--- config.mk ---
export PLATFORM = sky130hd
export DESIGN_NAME = write_out_sequencer
export DESIGN_NICKNAME = d
export VERILOG_FILES = /design/src/rtl/write_out_sequencer.sv
export SDC_FILE = /design/constraint.sdc
export NUM_CORES = 1
export LEC_CHECK = 0
export CAP_MARGIN = 15
export CORE_MARGIN = 2
export CORE_UTILIZATION = 65
export CTS_BUF_LIST = sky130_fd_sc_hd__clkbuf_8
export CTS_CLUSTER_SIZE = 40
export DETAILED_ROUTE_END_ITERATION = 10
export DONT_BUFFER_PORTS = 1
export HOLD_SLACK_MARGIN = 0.12
export MAX_ROUTING_LAYER = met4
export PLACE_DENSITY_LB_ADDON = 0.2
export SLEW_MARGIN = 30
export SYNTH_ARGS = -nofsm -noshare
export SYNTH_HDL_FRONTEND = slang
export SYNTH_SLANG_ARGS = --single-unit
--- constraint.sdc ---
create_clock -name clk -period 3.3 [get_ports clk]
set_input_delay 0.495 -clock clk [delete_from_list [all_inputs] [get_ports clk]]
set_output_delay 0.495 -clock clk [all_outputs]
set_load 0.01 [all_outputs]
--- src/rtl/write_out_sequencer.sv ---
// Sequences one diagonal write-out tile (2*ARRAY_SIZE-1 writes) after a drain delay.
// Latency: first write DRAIN_LATENCY+1 cycles after start acceptance; done one cycle after last write.
// Backpressure: stall freezes WAIT/WRITE in the same cycle; one-deep pending slot, start_ready = slot empty.
module write_out_sequencer #(
  parameter int ARRAY_SIZE    = 16,
  parameter int DRAIN_LATENCY = 3
) (
  input  logic       clk,
  input  logic       srstn,
  input  logic       start,
  input  logic [1:0] set_sel,
  input  logic       stall,
  output logic       start_ready,
  output logic       busy,
  output logic       done,
  output logic       err,
  output logic       sram_write_enable,
  output logic [1:0] data_set,
  output logic [5:0] matrix_index
);

  typedef enum logic [1:0] {
    S_IDLE  = 2'd0,
    S_WAIT  = 2'd1,
    S_WRITE = 2'd2,
    S_DONE  = 2'd3
  } state_t;

  // Last diagonal index of a tile and last wait-count value before writing starts.
  localparam logic [5:0] LAST_IDX  = 6'(2 * ARRAY_SIZE - 2);
  localparam logic [5:0] WAIT_LAST = 6'((DRAIN_LATENCY == 0) ? 0 : DRAIN_LATENCY - 1);
  // With no drain delay a tile goes straight into WRITE.
  localparam state_t     LAUNCH    = (DRAIN_LATENCY == 0) ? S_WRITE : S_WAIT;

  state_t     state_q, state_d;
  logic [5:0] wait_cnt_q, wait_cnt_d;
  logic [5:0] idx_q, idx_d;
  logic [1:0] set_q, set_d;
  logic       pend_vld_q, pend_vld_d;
  logic [1:0] pend_set_q, pend_set_d;
  logic       done_q, done_d;
  logic       err_q, err_d;
  logic       busy_q, busy_d;

  logic       accept;
  logic       good_start;
  logic       bad_start;

  assign start_ready       = ~pend_vld_q;
  assign busy              = busy_q;
  assign done              = done_q;
  assign err               = err_q;
  assign data_set          = set_q;
  assign matrix_index      = idx_q;
  assign sram_write_enable = (state_q == S_WRITE) & ~stall;

  // Next-state logic: FSM transitions, counters, pending slot and registered status outputs.
  always_comb begin
    state_d    = state_q;
    wait_cnt_d = wait_cnt_q;
    idx_d      = idx_q;
    set_d      = set_q;
    pend_vld_d = pend_vld_q;
    pend_set_d = pend_set_q;

    accept     = start & ~pend_vld_q;
    good_start = accept & (set_sel <= 2'd1);
    bad_start  = accept & (set_sel > 2'd1);
    err_d      = bad_start;

    case (state_q)
      S_IDLE: begin
        if (good_start) begin
          state_d    = LAUNCH;
          set_d      = set_sel;
          wait_cnt_d = '0;
          idx_d      = '0;
        end
      end
      S_WAIT: begin
        if (good_start) begin
          pend_vld_d = 1'b1;
          pend_set_d = set_sel;
        end
        if (!stall) begin
          if (wait_cnt_q == WAIT_LAST) begin
            state_d = S_WRITE;
            idx_d   = '0;
          end else begin
            wait_cnt_d = wait_cnt_q + 6'd1;
          end
        end
      end
      S_WRITE: begin
        if (good_start) begin
          pend_vld_d = 1'b1;
          pend_set_d = set_sel;
        end
        if (!stall) begin
          if (idx_q == LAST_IDX) begin
            state_d = S_DONE;
          end else begin
            idx_d = idx_q + 6'd1;
          end
        end
      end
      S_DONE: begin
        // A start arriving in DONE with an empty slot launches exactly like a pending one.
        if (pend_vld_q) begin
          state_d    = LAUNCH;
          set_d      = pend_set_q;
          pend_vld_d = 1'b0;
          wait_cnt_d = '0;
          idx_d      = '0;
        end else if (good_start) begin
          state_d    = LAUNCH;
          set_d      = set_sel;
          wait_cnt_d = '0;
          idx_d      = '0;
        end else begin
          state_d = S_IDLE;
          idx_d   = '0;
        end
      end
      default: begin
        state_d = S_IDLE;
      end
    endcase

    busy_d = (state_d != S_IDLE);
    done_d = (state_d == S_DONE);
  end

  // State registers with synchronous active-low reset; a reset cycle drops any start.
  always_ff @(posedge clk) begin
    if (!srstn) begin
      state_q    <= S_IDLE;
      wait_cnt_q <= '0;
      idx_q      <= '0;
      set_q      <= '0;
      pend_vld_q <= 1'b0;
      pend_set_q <= '0;
      done_q     <= 1'b0;
      err_q      <= 1'b0;
      busy_q     <= 1'b0;
    end else begin
      state_q    <= state_d;
      wait_cnt_q <= wait_cnt_d;
      idx_q      <= idx_d;
      set_q      <= set_d;
      pend_vld_q <= pend_vld_d;
      pend_set_q <= pend_set_d;
      done_q     <= done_d;
      err_q      <= err_d;
      busy_q     <= busy_d;
    end
  end

endmodule
=== Word level (Yosys, flattened, before mapping) ===
Index checks and enable logic that the tools add are counted.

* Add/subtract/negate cells: 2
* $lt $le $gt $ge: 2
* Equal/unequal tests: 13
* Multiplexer cells: 24
* Bitwise gates (word level): 6
* Reductions and logical operators: 10

{| class="wikitable"
|+ Operator list
! operator !! number
|-
| 2-to-1 mux 6 bit || 9
|-
| one-hot mux 6 bit (4 select lines) || 1
|-
| one-hot mux 6 bit (3 select lines) || 1
|-
| 2-to-1 mux 2 bit || 7
|-
| adder 6 x 1 -> 6 bit, second input constant || 2
|-
| != test 2 bit, second input constant || 6
|-
| one-hot mux 2 bit (4 select lines) || 1
|-
| equality test 2 bit, second input constant || 3
|-
| equality test 6 x 2 -> 1 bit, second input constant || 1
|-
| equality test 6 x 5 -> 1 bit, second input constant || 1
|-
| nonzero test 2 bit || 3
|-
| AND reduction 5 bit || 1
|-
| bitwise AND 1 bit || 4
|-
| one-hot mux 2 bit (2 select lines) || 1
|-
| AND reduction 2 bit || 2
|-
| 2-to-1 mux 1 bit || 3
|-
| AND reduction 3 bit || 1
|-
| nonzero test 3 bit || 1
|-
| equality test 2 x 1 -> 1 bit, second input constant || 1
|-
| greater-than comparator 2 x 1 -> 1 bit, second input constant || 1
|-
| less-or-equal comparator 2 x 1 -> 1 bit, second input constant || 1
|-
| zero test 2 bit || 1
|-
| != test 2 x 1 -> 1 bit, second input constant || 1
|-
| NOT 1 bit || 2
|-
| other kinds (2) || 2
|}

* Bits in registers: 22
* Bits of input ports: 6
* Output and inout port bits: 13
* Word-level logic and storage cells: 66

=== Depth between registers and ports, before layout ===
Gate-level depths: netlist of the first run.

* Word-level depth: 7
* Gate-level depth with buffers: 8
* Depth with buffers taken out: 7

=== Worst setup path before layout of the first run ===
Ideal clock, no wire load.

* Kind: input to register
* Start point: input port set_sel[1]
* End point: register idx_q[1] (netlist: matrix_index[1])
* Setup time: 0.066 ns
* Arrival time: 1.978 ns
* Required time: 3.234 ns
* Slack: 1.256 ns
* Stages: 6
* Path buffers: 1
* Cell sequence: or3b_1 > a22o_2 > a211o_1 > buf_6 > or3b_1 > a21oi_2

* Cells in the longest elaborated chain, start to end: 4

{| class="wikitable"
|+ RTL lines
! element !! line !! text
|-
| from (decl) || 11 || <nowiki>input logic [1:0] set_sel,</nowiki>
|-
| less-or-equal comparator 2 x 1 -> 1 bit || 67 || <nowiki>good_start = accept & (set_sel <= 2'd1);</nowiki>
|-
| bitwise AND 1 bit || 67 ||
|-
| != test 2 bit (no line) || n/a ||
|-
| AND reduction 5 bit (no line) || n/a ||
|-
| to (signal assigned) || 149 || <nowiki>idx_q <= idx_d;</nowiki>
|-
| to (decl) || 37 || <nowiki>logic [5:0] idx_q, idx_d;</nowiki>
|}

Every way passes these cells.
A chain may end at the register's enable or synchronous reset.

=== Worst setup path after layout of the first run ===
* Start point: register state_q[1]
* End point: register wait_cnt_q[3]

* Cells in the longest elaborated chain, start to end: 3
* Elaborated cells between the ends (all ways): 8
* Classes of those cells: 4 x eq/ne; 1 x mux; 3 x reduce/logical

{| class="wikitable"
|+ RTL lines
! element !! line !! text
|-
| from (decl) || 35 || <nowiki>state_t state_q, state_d;</nowiki>
|-
| from (signal assigned) || 147 || <nowiki>state_q <= state_d;</nowiki>
|-
| equality test 2 x 1 -> 1 bit, or another cell as far along || 71 || <nowiki>case (state_q)</nowiki>
|-
| != test 2 bit (no line) / nonzero test 3 bit (equally long branches) || n/a ||
|-
| AND reduction 3 bit (no line) || n/a ||
|-
| to (signal assigned) || 148 || <nowiki>wait_cnt_q <= wait_cnt_d;</nowiki>
|-
| to (decl) || 36 || <nowiki>logic [5:0] wait_cnt_q, wait_cnt_d;</nowiki>
|}

Several ways; a longest one is shown, not always the timed one.

==> out/results.ini, run 1 <==
[logic_synthesis]
synth_common_cells=22 x dfxtp_1, 15 x nand2_1, 11 x inv_1, 11 x o21ai_0, 10 x ha_1
synth_top_area_share=0.372
syn_area_per_cell_um2=8.46
syn_inst=140
synth_top_family_by_area=simple AND/OR/NAND/NOR gates
yosysMostFrequentCell=dfxtp_1
synthSimpleGateAreaFrac=0.244
yosys.area.top_type=dfxtp_1
yosys-mux-area-fraction=0
synth-seq-cells=22
yosysWarnings=0
synthTopCellsByArea=dfxtp_1 37%, ha_1 11%, nand2_1 4.8%
ys_async_sr_fraction=0
synth_edf_count=0
synth-seq-area-share=0.372
synth-xor-area-share=0.00739
synthesis.area_mm2=0.00118
synth-compound-area-share=0.221
yosys_most_used_dff=dfxtp_1
synthAdderAreaFrac=0.106
ys_types=40
synth_nets=156

[run]
maxCapViolCount=0

[global_route]
grt_pass1_vias=926
grt_overflow=0
track_usage=0.263
grt_pass1_wl_mm=3.86
antenna_found_initial=0
grt_max_degree=13

[worst_setup_path]
worstSetupPathType=reg -> reg
end_kind=register
reg2reg_slack_ns=1.16
worstReg2RegEnd=wait_cnt_q[3]
arrival_ns=2.31
r2r_start=state_q[1]
crit_path_max_fanout=9
endpoint=wait_cnt_q[3]
r2r_cells=6
cp-startpoint=state_q[1]
startpoint_type=register
crit_required_ns=3.46

[timing]
finalClockSkew_ns=0.00337
slew_violations=0
worstMarginPinSlew_ns=0.773
fin_crit_ns=2.14
setup_viol=0
hold_violations=0
period_share=0.650
rsz0062_at_grt=false
fmax_mhz=466
slew_headroom=0.484
timing.setup.tns_ns=0

[floorplanning]
fp-row-count=15
die_w_um=46.7
start_util=0.686
core_mm2=0.00173
die_h_um=46.7
io_pins=19
dieArea_mm2=0.00218

[finish]
utilization=0.725
fin_area_mm2=0.00125
multi_input_area_um2=684
fillers=129
drive_above_1_share=0.0851
n_antenna_cell=0
nets=158
seqCellArea_um2=440
areaGrowthSynthToFinish_pct=5.70

[power_and_ir_drop]
switching_share=0.282
p_leak_nw=0.469
pwr-share-clk=0.325
p_per_area_mw_per_mm2=475
p_switching_mw=0.168
power_mw=0.595
ir_worst_vdd_mv=0.347
power_frac_seq=0.492
p_int_mw=0.428
p_comb_frac=0.183

[clock_tree]
cts_tree=yes
clock_sinks=22
post-cts-setup-buffer-count=0
root_buffer=clkbuf_8
cts_buffer_depth=2
htree_levels=1
clk_latency_ns=0.27
clk_pin_slew_worst_paths_ns=0.08
holdBufCountCts=0
ctsResizeCount=0
cts_buffers=3

[drt]
drc=0
postRouteAntennaNets=0
wl_per_cell_um=14.5
drtIter0Drc=56
num_vias=1013
dr.pass1.iters=4
via_per_inst=6.10
wl_mm=2.41

[placement]
place_area_mm2=0.00120
post-dp-hpwl_mm=1.70
port-buffer-count=0
place_congestion=0.851

[outcome]
status=completed

[worst_hold_path]
min_path_type=in -> reg

## cells by family after synthesis
| kind of cell | count (synthesis) |
|---|---|
| buf+inv | 14 |
| fa+ha+maj | 10 |
| xor+xnor | 1 |
| simple gates | 53 |
| compound gates | 40 |
| flops | 22 |
## area by class of cell
| class | instances | area share |
|---|---|---|
| Clock buffer | 4 | 0.0440 |
| Inverter | 11 | 0.0330 |
| Multi-Input combinational cell | 104 | 0.546 |
| Sequential cell | 22 | 0.352 |
| Tap cell | 25 | 0.0250 |
## power groups by stage
stage	clock network (mW)	registers (mW)	logic, mW
final	0.194	0.293	0.109
after global routing	0.203	0.295	0.123
after CTS	0.198	0.293	0.108
after detailed placement	0	0.299	0.106
after global placement	0	0.299	0.102
after floorplan	0	0.295	0.0961
## worst max-delay path, cell delays in order, from the launching register on
cell      delay, ns
dfxtp_1        0.37
inv_1          0.14
ha_1           0.34
nand2b_1       0.09
a221oi_1       0.67
nand2_1        0.14
a31o_2         0.29
## routing by layer
metal,wire length [um],global-route usage,vias to the layer above
met1,1040,0.307,473
li1,-,-,503
met4,54,0.117,0
met5,0,-,-
met3,113,0.0392,7
met2,1200,0.442,30
## cells in the final DEF (no fill, tap or decap), types with 4 or more instances in the layout
master and n:
nand3_1 5, inv_1 11, nor2_1 8, clkbuf_8 4, nand2_1 15, ha_1 10
o21ai_0 11, dfxtp_1 22, or3_1 4, a21oi_1 9
## worst min-delay path by stage
stage	depth (start not counted)	start	slack [ns]	endpoint
finish	1	srstn	0.34	busy
global route	1	srstn	0.34	busy
CTS	2	set_sel[1]	0.34	err
detailed placement	2	pend_set_q[0]	0.47	pend_set_q[0]
global placement	2	pend_set_q[0]	0.44	pend_set_q[0]
floorplan	2	pend_set_q[0]	0.44	pend_set_q[0]
## sequential cells by signal, summed over array words and instances (netlist names)
signal        cells
data_set          2
state_q           2
busy              1
pend_set_q        2
err               1
wait_cnt_q        6
done              1
pend_vld_q        1
matrix_index      6
## per-stage QoR
stage	worst slack [ns]	std cells	hold slack, ns
global placement	1.21	162	0.445
global route	0.978	166	0.339
CTS	1.16	166	0.343
finish	1.16	166	0.345
floorplan	1.26	140	0.436
detailed placement	1.15	162	0.469
No activity file was read; power rests on OpenSTA's default activity.
==> run 2: changes to the inputs <==
--- a/config.mk
+++ b/config.mk
@@ -7,7 +7,7 @@
 export LEC_CHECK = 0
 export CAP_MARGIN = 15
 export CORE_MARGIN = 2
-export CORE_UTILIZATION = 65
+export CORE_UTILIZATION = 64
 export CTS_BUF_LIST = sky130_fd_sc_hd__clkbuf_8
 export CTS_CLUSTER_SIZE = 40
 export DETAILED_ROUTE_END_ITERATION = 10
==> constraint.sdc (replaced) <==
create_clock -name clk -period 2 [get_ports clk]
set_input_delay 0.3 -clock clk [delete_from_list [all_inputs] [get_ports clk]]
set_output_delay 0.3 -clock clk [all_outputs]
set_load 0.01 [all_outputs]
==> run 2 against run 1 <==
Against the previous run: the flow now finishes with violations (negative setup slack); total power increased by 85%; non-clock buffer count rose by 19; design area is 17% higher; clock skew decreased by 0.0016 ns; worst hold slack lost 0.19 ns; via count up 19%; critical path type unchanged.
==> out/results.ini, run 2 (synthesized netlist as in run 1, its figures left out) <==
[outcome]
status=finished with violations
violations=negative setup slack

[clock_tree]
clk_pin_slew_worst_paths_ns=0.08
htree_levels=1
cts_tree=yes
clock_sinks=22
clk_latency_ns=0.27
cts_buffers=3
root_buffer=clkbuf_8
holdBufCountCts=0
cts_buffer_depth=2

[power_and_ir_drop]
ir_worst_vdd_mv=0.726
p_per_area_mw_per_mm2=750
power_mw=1.10
p_leak_nw=0.579

[worst_setup_path]
worstSetupPathType=reg -> reg
cp-startpoint=wait_cnt_q[3]
crit_required_ns=2.20
crit_path_top_delay_cell=or4_4
startpoint_type=register
arrival_ns=2.28
crit_path_max_incr_delay_ns=0.57
crit_path_max_fanout=4
crit_buf_inv=0
r2r_start=wait_cnt_q[3]
cpLargestDelayFamily=simple AND/OR/NAND/NOR gates
path_cells=or4_4, o21a_4, a211o_2, or3_1, a21oi_1
end_kind=register

[global_route]
met3_usage=0.0615
grt_pass1_wl_mm=5.08
grt_overflow=0
track_usage=0.349
antenna_found_initial=0
grt_busiest_layer=met2
grt_max_degree=13
grt_pass1_vias=1106
use_met1=0.402
global_route.usage.met2=0.573

[timing]
rsz0062_at_grt=true
setup_viol=4
worstMarginPinSlew_ns=0.350
layout_setup_ws_ns=-0.0812
fin_crit_ns=2.08
period_share=1.04
finalClockSkew_ns=0.00178
hold_violations=0
whs_ns=0.156
fmax_mhz=480
slew_violations=0
slew_headroom=0.767

[drt]
wl_per_cell_um=19.1
wl_mm=3.56
num_vias=1205
dr.pass1.iters=5
via_per_inst=6.48
drc=0
drtIter0Drc=71
postRouteAntennaNets=0

[finish]
n_antenna_cell=0
final_cell_mix=21 x dfxtp_1, 19 x buf_4, 14 x nand2_1
drive_above_1_share=0.280
layout_commonest_cell=dfxtp_1
final_cells=186
nets=178
areaGrowthSynthToFinish_pct=23.7

[placement]
port-buffer-count=0
post-dp-hpwl_mm=2.14
place_congestion=0.907
pre_cts_ws_ns=-0.0684
placedCellCount=179

[floorplanning]
die_w_um=47.0
fp-row-count=15
dieArea_mm2=0.00221
die_h_um=47.0
start_util=0.686
core_mm2=0.00173
io_pins=19

[worst_hold_path]
hp-start=srstn
min_path_type=in -> reg

[run]
maxCapViolCount=0

-- run 2: cell type report --
cell class                 count  area [um2]
multi-input combinational    105         753
sequential                    22         442
fill                         104         262
timing repair buffer          19         143
clock buffer                   4        55.1
inverter                      11        41.3
tap                           25        31.3
-- run 2: layer usage --
metal,vias to the layer above,part of all wire
li1,547,-
met1,556,0.39
met2,77,0.48
met3,25,0.074
met4,0,0.055
met5,-,0
-- run 2: per-stage QoR --
| stage | instance area [um2] | utilization | TNS, ns |
|---|---|---|---|
| final | 1470 | 0.849 | -0.189 |
| after CTS | 1400 | 0.813 | 0 |
| after detailed placement | 1330 | 0.767 | -0.174 |
| after global routing | 1470 | 0.849 | -0.474 |
| after floorplan | 1180 | - | 0 |
| after global placement | 1330 | 0.767 | -0.0164 |
-- run 2: repair_timing --
action                                  CTS  global route
endpoints found under the setup margin    5            13
gates resized for setup                   2            16
setup buffers                             2             0
gates cloned                              0             1
pin swaps                                 1             8
hold endpoints to repair                  0             0
-- run 2: path summary, 6_finish.rpt --
path	endpoint	slack [ns]	cells past startpoint
setup / recovery	matrix_index[4]	-0.08	5
hold / removal	state_q[0]	0.16	1
setup reg to reg	matrix_index[4]	-0.08	5
hold reg to reg	pend_set_q[0]	0.47	2
-- run 2: where the power goes --
part | switching (mW) | internal (mW) | leakage [nW] | total, mW
registers | 0.0153 | 0.458 | 0.179 | 0.473
logic | 0.165 | 0.136 | 0.371 | 0.301
clock network | 0.149 | 0.176 | 0.0288 | 0.325
